$ cat config.mk
export PLATFORM = sky130hd
export DESIGN_NAME = arbitro_rr_mux2a1dosbits
export DESIGN_NICKNAME = d
export VERILOG_FILES = /design/src/rtl/arbitro_rr_mux2a1dosbits_pkg.sv /design/src/rtl/arbitro_rr_mux2a1dosbits_fifo.sv /design/src/rtl/arbitro_rr_mux2a1dosbits.sv
export SDC_FILE = /design/constraint.sdc
export NUM_CORES = 1
export LEC_CHECK = 0
export CORE_MARGIN = 5
export CORE_UTILIZATION = 40
export DETAILED_ROUTE_END_ITERATION = 6
export GPL_TIMING_DRIVEN = 0
export SETUP_SLACK_MARGIN = 0.4
export SLEW_MARGIN = 20
export SYNTH_ARGS = -nofsm -noshare
export SYNTH_HDL_FRONTEND = slang
export SYNTH_SLANG_ARGS = --single-unit
$ cat constraint.sdc
create_clock -name clk -period 2.3 [get_ports clk]
set_input_delay 0.23 -clock clk [delete_from_list [all_inputs] [get_ports clk]]
set_output_delay 0.23 -clock clk [all_outputs]
set_load 0.005 [all_outputs]
$ cat src/rtl/arbitro_rr_mux2a1dosbits_pkg.sv
// Shared definitions for the two-lane round-robin scheduler: grant-history
// states and default word/FIFO sizes.
package arbitro_rr_mux2a1dosbits_pkg;

    localparam int DEF_DATA_W = 2;
    localparam int DEF_DEPTH  = 4;

    typedef enum logic [1:0] {
        ST_IDLE  = 2'd0,
        ST_LAST0 = 2'd1,
        ST_LAST1 = 2'd2
    } arb_state_t;

endpackage

$ cat src/rtl/arbitro_rr_mux2a1dosbits_fifo.sv
// Small synchronous FIFO with a combinational head word; a push into a full
// FIFO is taken only when a pop frees a slot at the same edge.
module fifo_dosbits #(
    parameter int DATA_W = 2,
    parameter int DEPTH  = 4
) (
    input  logic              clk,
    input  logic              reset_L,
    input  logic              push,
    input  logic              pop,
    input  logic [DATA_W-1:0] din,
    output logic [DATA_W-1:0] dout,
    output logic              full,
    output logic              empty
);
    localparam int PTR_W = $clog2(DEPTH);

    logic [DATA_W-1:0] r_mem [DEPTH];
    logic [PTR_W-1:0]  r_wr_ptr, r_rd_ptr;
    logic [PTR_W:0]    r_count;
    logic              w_push_ok, w_pop_ok;

    assign full      = (r_count == (PTR_W+1)'(DEPTH));
    assign empty     = (r_count == '0);
    assign w_pop_ok  = pop && !empty;
    assign w_push_ok = push && (!full || w_pop_ok);
    assign dout      = r_mem[r_rd_ptr];

    always_ff @(posedge clk or negedge reset_L) begin
        if (!reset_L) begin
            r_wr_ptr <= '0;
            r_rd_ptr <= '0;
            r_count  <= '0;
        end else begin
            if (w_push_ok) r_wr_ptr <= r_wr_ptr + 1'b1;
            if (w_pop_ok)  r_rd_ptr <= r_rd_ptr + 1'b1;
            case ({w_push_ok, w_pop_ok})
                2'b10:   r_count <= r_count + 1'b1;
                2'b01:   r_count <= r_count - 1'b1;
                default: r_count <= r_count;
            endcase
        end
    end

    // Storage needs no reset: the pointers/count define which entries are live.
    always_ff @(posedge clk) begin
        if (w_push_ok) r_mem[r_wr_ptr] <= din;
    end

endmodule

$ cat src/rtl/arbitro_rr_mux2a1dosbits.sv
// Round-robin scheduler for the 2:1 two-bit mux lane pair: two input FIFOs,
// one registered output word per cycle, sticky overflow flag.
module arbitro_rr_mux2a1dosbits
    import arbitro_rr_mux2a1dosbits_pkg::*;
#(
    parameter int DATA_W = DEF_DATA_W,
    parameter int DEPTH  = DEF_DEPTH
) (
    input  logic              clk,
    input  logic              reset_L,
    input  logic              valid_in0,
    input  logic [DATA_W-1:0] data_in0,
    input  logic              valid_in1,
    input  logic [DATA_W-1:0] data_in1,
    input  logic              pause,
    output logic              fifo_full0,
    output logic              fifo_full1,
    output logic              fifo_empty0,
    output logic              fifo_empty1,
    output logic              selector_out,
    output logic              valid_out,
    output logic [DATA_W-1:0] data_out,
    output logic              overflow_err
);
    arb_state_t        r_state, w_state_nxt;
    logic [DATA_W-1:0] w_dout0, w_dout1;
    logic              w_pop0, w_pop1, w_any_pop, w_grant;
    logic              r_valid, r_sel, r_ovf;
    logic [DATA_W-1:0] r_data;

    fifo_dosbits #(.DATA_W(DATA_W), .DEPTH(DEPTH)) u_fifo0 (
        .clk(clk), .reset_L(reset_L), .push(valid_in0), .pop(w_pop0),
        .din(data_in0), .dout(w_dout0), .full(fifo_full0), .empty(fifo_empty0)
    );

    fifo_dosbits #(.DATA_W(DATA_W), .DEPTH(DEPTH)) u_fifo1 (
        .clk(clk), .reset_L(reset_L), .push(valid_in1), .pop(w_pop1),
        .din(data_in1), .dout(w_dout1), .full(fifo_full1), .empty(fifo_empty1)
    );

    // IDLE behaves exactly like LAST1, so lane 0 wins the first contested grant.
    always_comb begin
        w_any_pop   = !pause && !(fifo_empty0 && fifo_empty1);
        w_grant     = 1'b0;
        w_state_nxt = r_state;
        if (!fifo_empty0 && !fifo_empty1) w_grant = (r_state == ST_LAST0);
        else if (fifo_empty0)             w_grant = 1'b1;
        if (w_any_pop) w_state_nxt = w_grant ? ST_LAST1 : ST_LAST0;
        w_pop0 = w_any_pop && !w_grant;
        w_pop1 = w_any_pop &&  w_grant;
    end

    always_ff @(posedge clk or negedge reset_L) begin
        if (!reset_L) begin
            r_state <= ST_LAST1;
            r_valid <= 1'b0;
            r_data  <= '0;
            r_sel   <= 1'b0;
            r_ovf   <= 1'b0;
        end else begin
            r_state <= w_state_nxt;
            r_valid <= w_any_pop;
            if (w_any_pop) begin
                r_data <= w_grant ? w_dout1 : w_dout0;
                r_sel  <= w_grant;
            end else begin
                r_data <= '0;
            end
            if ((valid_in0 && fifo_full0 && !w_pop0) ||
                (valid_in1 && fifo_full1 && !w_pop1))
                r_ovf <= 1'b1;
        end
    end

    assign valid_out    = r_valid;
    assign data_out     = r_data;
    assign selector_out = r_sel;
    assign overflow_err = r_ovf;

endmodule
==> metrics <==
outcome complete, but fails checks; failing checks negative setup slack; 1st-pass router iterations 2; Setup crit end kind register; Cells after Synth 131; kind of critical path register to register; #FFs+latches synth 37; commonest non-fill, non-tap cells in the layout dfrtp_1 (20), buf_4 (19), edfxtp_1 (16); syn_area_per_cell 13.7 µm²; setup violators final 10; row count 24; CTS Root Cell clkbuf_8; min Tclk post-route 2.38 ns; unrepaired setup endpoints after global routing yes; setup ws final -0.0794 ns; core area 4350 µm²; Clock Skew 0.0112 ns; Mapped Nets 151; sequential share of the synthesized area 0.563; Congestion Overflow GR 0; post-place setup slack -0.499 ns; PortBufs 17; area of the multi-input gates 848 µm²; power per cell area 1310 nW/µm²; filler cell count in the final layout 362; ys flop type dfrtp_1; die area 5910 µm²; via count 1142; register area 1010 µm²; Synthesis Warnings 0; die width 76.9 µm; Rel. slew slack 0.669; gp weighted congestion 0.826; DRC 0; critical path peak fanout 2; starting density of the core 0.411; Req. time, crit path 2.51 ns; die height 76.9 µm; number of enable flip-flop cells after synthesis 16; Reg clk slew, reported paths 0.07 ns; number of global-route vias before repair 1244; Ant. Diodes 0; final net count 201; Leak Pwr 0.00107 µW; initial antenna violation count 0; worst slew pin tran 0.496 ns; Post-DP Area 2050 µm²; first-pass GRT wire length 5760 µm; Arr. time, crit path 2.59 ns; Wirelength per Cell 14.7 µm; Worst Setup Start Kind register; most common cell after layout, fill and taps aside dfrtp_1; Worst VDD drop 510 µV; clk sinks 37; maximum clock insertion buffer count 2; Ports 18; final wirelength 3430 µm; largest net degree at the start of global routing 22; MaxCap Viol Count 0; Routed Antenna Nets 0; Clk Latency, worst-skew pair 0.29 ns; Final Cell Area 2470 µm²; fin crit share 1.03; vias per cell 4.88; Yosys cell types 39; area grow syn2layout 37.8%; Syn Std Cell Area 1790 µm²; HP Class primary input to async pin; asr flop ratio synth 0.568; endpoints failing hold 0; layout cells sized above 1 0.423; max-slew violation count 0; Final HPWL DP 2260 µm; CTS tree done; number of CTS-inserted buffers 5; overall global routing resource usage 0.124; Initial DRC Count 32; Fmax achieved 0.420 GHz; H-tree depth 2
[where the power goes]
part           internal, µW  switching [µW]  leakage [µW]
combinational           960             707      0.000631
sequential              938             156      0.000393
clock                   244             216     0.0000455
total                  2140            1080       0.00107
[cell usage after synthesis, types with 2 or more instances]
cell / count / area share
and2_1: 9 / 0.031
edfxtp_1: 16 / 0.27
a22o_1: 2 / 0.0098
mux4_2: 4 / 0.050
fa_1: 2 / 0.022
nor2b_1: 2 / 0.0070
nor3_1: 3 / 0.0084
nand2_1: 7 / 0.015
nor2_1: 2 / 0.0042
o21ai_0: 2 / 0.0056
mux2_1: 2 / 0.013
o211ai_1: 2 / 0.0084
ha_1: 9 / 0.063
xnor2_1: 7 / 0.034
a21o_1: 3 / 0.013
dfrtp_1: 20 / 0.28
inv_1: 14 / 0.029
xor2_1: 4 / 0.020
[repair_timing]
item | 4_1_cts | 5_1_grt
hold endpoints to repair | 0 | 20
resized for setup | 30 | 11
hold buffers | 0 | 1
buffers inserted | 21 | 4
pin swaps | 11 | 12
endpoints found under the setup margin | 25 | 28
[cell families after synthesis]
family / count (synthesis) / share of synthesized area
compound gates: 19 / 0.0923
xor+xnor: 11 / 0.0538
fa+ha+maj: 11 / 0.0853
buf+inv: 15 / 0.0357
flops: 37 / 0.563
mux: 7 / 0.0685
simple gates: 31 / 0.101
[metal layers]
layer / global-route usage / vias up / routed length (µm)
li1: - / 558 / -
met1: 0.145 / 560 / 1500
met2: 0.209 / 19 / 1750
met3: 0.0457 / 5 / 152
met4: 0.0420 / 0 / 26
met5: 0 / - / 0
[metrics by stage]
step           power (µW)   util  std cells  TNS, ns  hold WS (ns)
2_1_floorplan        1900      -        131  -0.0234       -0.0656
3_3_place_gp         2190  0.470        200   -0.960         0.463
3_5_place_dp         2240  0.470        200    -1.21         0.477
4_1_cts              3080  0.545        229   -0.216         0.493
5_1_grt              3440  0.566        234    -1.37         0.503
6_report             3220  0.566        234   -0.350         0.436
[worst max-delay path, cell delays in order (launching register included)]
cell and delay [ns]:
dfrtp_1 0.40, or4_4 0.51, buf_6 0.14, a21oi_4 0.16, nand2_2 0.08, fa_2 0.44, o21bai_4 0.18, a311oi_2 0.23
a2bb2oi_1 0.18
[final timing paths]
path | from | end | slack (ns) | depth (start not counted)
setup reg to reg | u_fifo0.r_count[0] | u_fifo1.r_count[1] | -0.08 | 8
max in group asynchronous | reset_L | r_state[1] | 1.51 | 2
setup / recovery | u_fifo0.r_count[0] | u_fifo1.r_count[1] | -0.08 | 8
hold / removal | reset_L | overflow_err | 0.44 | 2
hold reg to reg | selector_out | selector_out | 0.49 | 1
min in group clk | selector_out | selector_out | 0.49 | 1
[registers in the layout (all words and copies together), names as in the netlist]
| signal | count |
|---|---|
| u_fifo0.r_mem | 8 |
| u_fifo1.r_mem | 8 |
| u_fifo0.r_count | 3 |
| u_fifo1.r_count | 3 |
| data_out | 2 |
| r_state | 2 |
| u_fifo0.r_rd_ptr | 2 |
| u_fifo0.r_wr_ptr | 2 |
| u_fifo1.r_rd_ptr | 2 |
| u_fifo1.r_wr_ptr | 2 |
| overflow_err | 1 |
| selector_out | 1 |
| valid_out | 1 |
[cell type report]
class / instances / area share
multi-input combinational: 79 / 0.344
buffer: 1 / 0.00457
tap: 52 / 0.0264
inverter: 14 / 0.0233
clock buffer: 8 / 0.0365
timing repair buffer: 43 / 0.157
sequential: 37 / 0.408
No activity file was read; power rests on OpenSTA's default activity.
